`src/rtl/oled_bus_arbiter.sv`:
```
// rtl/oled_bus_arbiter.sv - three-port Pmod OLED SPI bus arbiter with guard gap and watchdog
module oled_bus_arbiter #(
    parameter int GUARD   = 2,
    parameter int TIMEOUT = 2**20,
    parameter int TW      = 21
) (
    input  logic       CLK,
    input  logic       RST,
    input  logic [2:0] REQ,
    input  logic [2:0] DONE,
    input  logic [2:0] CS_IN,
    input  logic [2:0] SDO_IN,
    input  logic [2:0] SCLK_IN,
    input  logic [2:0] DC_IN,
    output logic [2:0] GNT,
    output logic       CS,
    output logic       SDO,
    output logic       SCLK,
    output logic       DC,
    output logic       BUSY,
    output logic       TIMEOUT_ERR
);

    localparam logic [1:0] S_IDLE    = 2'd0;
    localparam logic [1:0] S_GRANT   = 2'd1;
    localparam logic [1:0] S_RELEASE = 2'd2;
    localparam int GW = (GUARD > 1) ? $clog2(GUARD) : 1;

    logic [1:0]    state_q, state_d;
    logic [2:0]    gnt_q, gnt_d;
    logic          last2_q, last2_d;
    logic [TW-1:0] wd_q, wd_d;
    logic [GW-1:0] guard_q, guard_d;
    logic          err_q, err_d;
    logic          cs_q, cs_d, sdo_q, sdo_d, sclk_q, sclk_d, dc_q, dc_d;
    logic [2:0]    sel;
    logic          owner_done, owner_drop, wd_exp;

    // Port 0 always wins; ports 1/2 alternate on a tie via the last-served flag
    always_comb begin
        sel = 3'b000;
        if (REQ[0])
            sel = 3'b001;
        else if (REQ[1] && REQ[2])
            sel = last2_q ? 3'b010 : 3'b100;
        else if (REQ[1])
            sel = 3'b010;
        else if (REQ[2])
            sel = 3'b100;
    end

    assign owner_done = |(DONE & gnt_q);
    assign owner_drop = ~|(REQ & gnt_q);
    assign wd_exp     = (wd_q == TW'(TIMEOUT - 1));

    always_comb begin
        state_d = state_q;
        gnt_d   = gnt_q;
        last2_d = last2_q;
        wd_d    = wd_q;
        guard_d = guard_q;
        err_d   = err_q;
        cs_d    = 1'b1;
        sclk_d  = 1'b1;
        sdo_d   = 1'b0;
        dc_d    = 1'b0;
        case (state_q)
            S_IDLE: begin
                if (|REQ) begin
                    state_d = S_GRANT;
                    gnt_d   = sel;
                    wd_d    = '0;
                    if (sel[1] || sel[2])
                        last2_d = sel[2];
                end
            end
            S_GRANT: begin
                // A clean completion outranks a coincident watchdog expiry
                if (owner_done || owner_drop || wd_exp) begin
                    state_d = S_RELEASE;
                    gnt_d   = 3'b000;
                    guard_d = '0;
                    if (!owner_done && !owner_drop)
                        err_d = 1'b1;
                end else begin
                    wd_d   = wd_q + TW'(1);
                    cs_d   = |(CS_IN & gnt_q);
                    sdo_d  = |(SDO_IN & gnt_q);
                    sclk_d = |(SCLK_IN & gnt_q);
                    dc_d   = |(DC_IN & gnt_q);
                end
            end
            S_RELEASE: begin
                if (guard_q == GW'(GUARD - 1))
                    state_d = S_IDLE;
                else
                    guard_d = guard_q + GW'(1);
            end
            default: begin
                state_d = S_IDLE;
                gnt_d   = 3'b000;
            end
        endcase
    end

    always_ff @(posedge CLK) begin
        if (!RST) begin
            state_q <= S_IDLE;
            gnt_q   <= 3'b000;
            last2_q <= 1'b1;
            wd_q    <= '0;
            guard_q <= '0;
            err_q   <= 1'b0;
            cs_q    <= 1'b1;
            sdo_q   <= 1'b0;
            sclk_q  <= 1'b1;
            dc_q    <= 1'b0;
        end else begin
            state_q <= state_d;
            gnt_q   <= gnt_d;
            last2_q <= last2_d;
            wd_q    <= wd_d;
            guard_q <= guard_d;
            err_q   <= err_d;
            cs_q    <= cs_d;
            sdo_q   <= sdo_d;
            sclk_q  <= sclk_d;
            dc_q    <= dc_d;
        end
    end

    assign GNT         = gnt_q;
    assign CS          = cs_q;
    assign SDO         = sdo_q;
    assign SCLK        = sclk_q;
    assign DC          = dc_q;
    assign BUSY        = (state_q != S_IDLE);
    assign TIMEOUT_ERR = err_q;

endmodule
```
`config.mk`:
```
export PLATFORM = sky130hd
export DESIGN_NAME = oled_bus_arbiter
export DESIGN_NICKNAME = d
export VERILOG_FILES = /design/src/rtl/oled_bus_arbiter.sv
export SDC_FILE = /design/constraint.sdc
export NUM_CORES = 1
export LEC_CHECK = 0
export BUFFER_PORTS_ARGS = -buffer_cell sky130_fd_sc_hd__buf_4
export CORE_ASPECT_RATIO = 1.5
export CORE_MARGIN = 3
export CORE_UTILIZATION = 49
export DETAILED_ROUTE_END_ITERATION = 8
export PLACE_DENSITY = 0.81
export SLEW_MARGIN = 20
export SYNTH_ARGS = -nofsm -noshare
export SYNTH_HDL_FRONTEND = slang
export SYNTH_SLANG_ARGS = --single-unit
```
`constraint.sdc`:
```
create_clock -name CLK -period 2 [get_ports CLK]
set_input_delay 0.5 -clock CLK [delete_from_list [all_inputs] [get_ports CLK]]
set_output_delay 0.5 -clock CLK [all_outputs]
set_load 0.005 [all_outputs]
```
==> results_dict.tcl <==
set metrics [dict create \
    min_to "wd_q[20]$_SDFFE_PN0P_" \
    grt_setup_unrepaired "yes" \
    antenna_cells 0 \
    fillerInstances 231 \
    pre_cts_ws_ps -217 \
    ir_worst_vdd_uv 478 \
    worst_slew_pin_slew_ps 437 \
    dieArea_um2 4150 \
    grt_use_total 0.254 \
    vias_per_cell 6.27 \
    grt_max_degree 23 \
    hold_violations 0 \
    port-buffer-count 28 \
    ys_seq_area_frac 0.396 \
    timing.hold.ws_ps 435 \
    yosys_warnings 0 \
    power_mw 1.57 \
    cts_root_buf "clkbuf_8" \
    min_path_cells 2 \
    vias 1869 \
    dp.cells 290 \
    ys_top_cells_by_area "dfxtp_1 40%, o211ai_1 4.5%, nand3_1 3.9%" \
    synth_area_per_cell_um2 8.50 \
    synth_area_um2 1670 \
    synth_ff_type "dfxtp_1" \
    max_freq_mhz 519 \
    synth-seq-cells 33 \
    final_cells 298 \
    clk_latency_ps 290 \
    setup_viol_count_final 0 \
    start_kind "register" \
    nNetsFinal 279 \
    grt_pass1_vias 1813 \
    final.min_clock_period_ps 1930 \
    synth_cell_types 46 \
    fp.dieW_um 53.6 \
    place_hpwl_um 3620 \
    cts_buffers 5 \
    async_flop_share 0 \
    syn_inst 196 \
    gr-total-overflow 0 \
    synth_common_cells "33 x dfxtp_1, 17 x nor2_1, 14 x nand2_1" \
    endpoint_kind "register" \
    worstHoldPathType "register to register" \
    area_growth_pct 37.1 \
    setup_slack_ps 74.1 \
    dr_wl_met3_um 288 \
    cts_tree "done" \
    finalClockSkew_ps 5.42 \
    dr.pass1.iters 4 \
    die_h_um 77.4 \
    clockBufferDepth 2 \
    crit_type "register to register" \
    pwr_density_cell_nw_per_um2 688 \
    slew_violations 0 \
    rrSetupSlack_ps 70 \
    hold_start "wd_q[20]$_SDFFE_PN0P_" \
    cp_data_arrival_time_ps 2100 \
    status "finished clean" \
    yosysMostFrequentCell "dfxtp_1" \
    clock_sinks 33 \
    grt_pass1_wl_um 7880 \
    synth-edff-count 0 \
    totalWireLength_um 4960 \
    drc 0 \
    leakagePower_nw 0.970 \
    min_period_over_period 0.963 \
    placementRows 25 \
    drv_cap 0 \
    slew_headroom 0.706 \
    h-tree-depth 2 \
    wl_per_cell_um 16.6 \
    num_io_pins 29 \
    antenna_found_initial 0 \
    ctsHoldBuffers 0 \
    start_util 0.517 \
    cp_max_fo 5 \
    m1WireLength_um 1810 \
    cp_data_required_time_ps 2180 \
    synth_top_area_cell "dfxtp_1" \
    wl_met2_um 2660 \
    reg2reg_depth 6 \
    yosys.area.top_type_share 0.396 \
    ant_nets 0 \
    clkTransAtPathRegs_ps 70 \
    drt_iter0_drc 105 \
    place_congestion 0.893 \
    timing.rr.end "GNT[1]$_SDFFE_PN0P_" \
    coreArea_um2 3220 \
    synth_nets 217 \
    routed.top_layer "met4" \
    drive_gt1_frac 0.322 \
    worstReg2RegStart "wd_q[0]$_SDFFE_PN0P_" \
]
==> layout by cell type, fill, tap and decap left out, types with 6 or more instances in the layout <==
cell	count
buf_4	58
and3_1	6
dfxtp_1	31
nand2_1	14
o31ai_1	7
a222oi_1	6
clkbuf_8	6
nand3_1	12
o211ai_1	10
inv_1	6
a21oi_1	10
nor2_1	17
nor3_1	7
==> registers in the layout, summed over array words and instances (netlist names) <==
signal / flops
CS: 1
DC: 1
GNT: 3
SCLK: 1
SDO: 1
TIMEOUT_ERR: 1
guard_q: 1
last2_q: 1
state_q: 2
wd_q: 21
==> critical path, cell delays in order (launching register included) <==
cell and delay [ps]:
dfxtp_1 340, ha_1 220, nand3_2 140, or3_4 440
o211ai_1 320, a21oi_2 130, a32o_1 220
==> per-layer routing <==
metal,track usage,up-vias
met5,0,-
met4,0.151,0
met3,0.0461,23
met2,0.448,79
met1,0.264,882
li1,-,885
==> area by class of cell <==
class / instances / area (µm²) / area share
multi-input cells: 150 / 982 / 0.430
flip-flops and latches: 33 / 663 / 0.290
repair buffers: 62 / 480 / 0.210
clock buffers: 7 / 86.3 / 0.0378
well taps: 40 / 50.0 / 0.0219
inverters: 6 / 22.5 / 0.00986
==> timing repair <==
action / CTS / global route
gates resized for setup: 1 / 13
setup buffers: 0 / 1
pin swaps: 1 / 9
setup endpoints to repair: 3 / 15
cloned: 0 / 0
==> stage by stage <==
step | utilization | setup TNS, ps | cell area, µm²
2_1_floorplan | - | 0 | 1670
3_3_place_gp | 0.663 | -1980 | 2140
3_5_place_dp | 0.663 | -3120 | 2140
4_1_cts | 0.692 | 0 | 2230
5_1_grt | 0.709 | -114 | 2280
6_report | 0.709 | 0 | 2280
==> power by group <==
part	internal [mW]	switching [mW]	total, mW
Combinational	0.177	0.185	0.362
Sequential	0.676	0.0213	0.697
Clock	0.273	0.239	0.512
Total	1.13	0.446	1.57
==> logic make-up (layout without fill, tap and decap cells) <==
| group | Yosys count | after routing | share of synthesized area |
|---|---|---|---|
| buffers and inverters | 13 | 75 | 0.0360 |
| and+or+nand+nor | 86 | 86 | 0.278 |
| muxes | 1 | 1 | 0.00601 |
| DFF | 33 | 33 | 0.396 |
| adders and majority gates | 1 | 1 | 0.00751 |
| AOI/OAI and AO/OA | 62 | 62 | 0.276 |
==> worst max path at each step <==
stage,startpoint,end,depth (start not counted)
6_report,wd_q[0]$_SDFFE_PN0P_,GNT[1]$_SDFFE_PN0P_,6
4_1_cts,wd_q[0]$_SDFFE_PN0P_,wd_q[16]$_SDFFE_PN0P_,7
2_1_floorplan,DONE[0],wd_q[17]$_SDFFE_PN0P_,6
3_5_place_dp,DONE[0],wd_q[11]$_SDFFE_PN0P_,6
5_1_grt,GNT[0]$_SDFFE_PN0P_,wd_q[13]$_SDFFE_PN0P_,6
3_3_place_gp,DONE[0],wd_q[17]$_SDFFE_PN0P_,6
(Power assumes the default switching activity.)
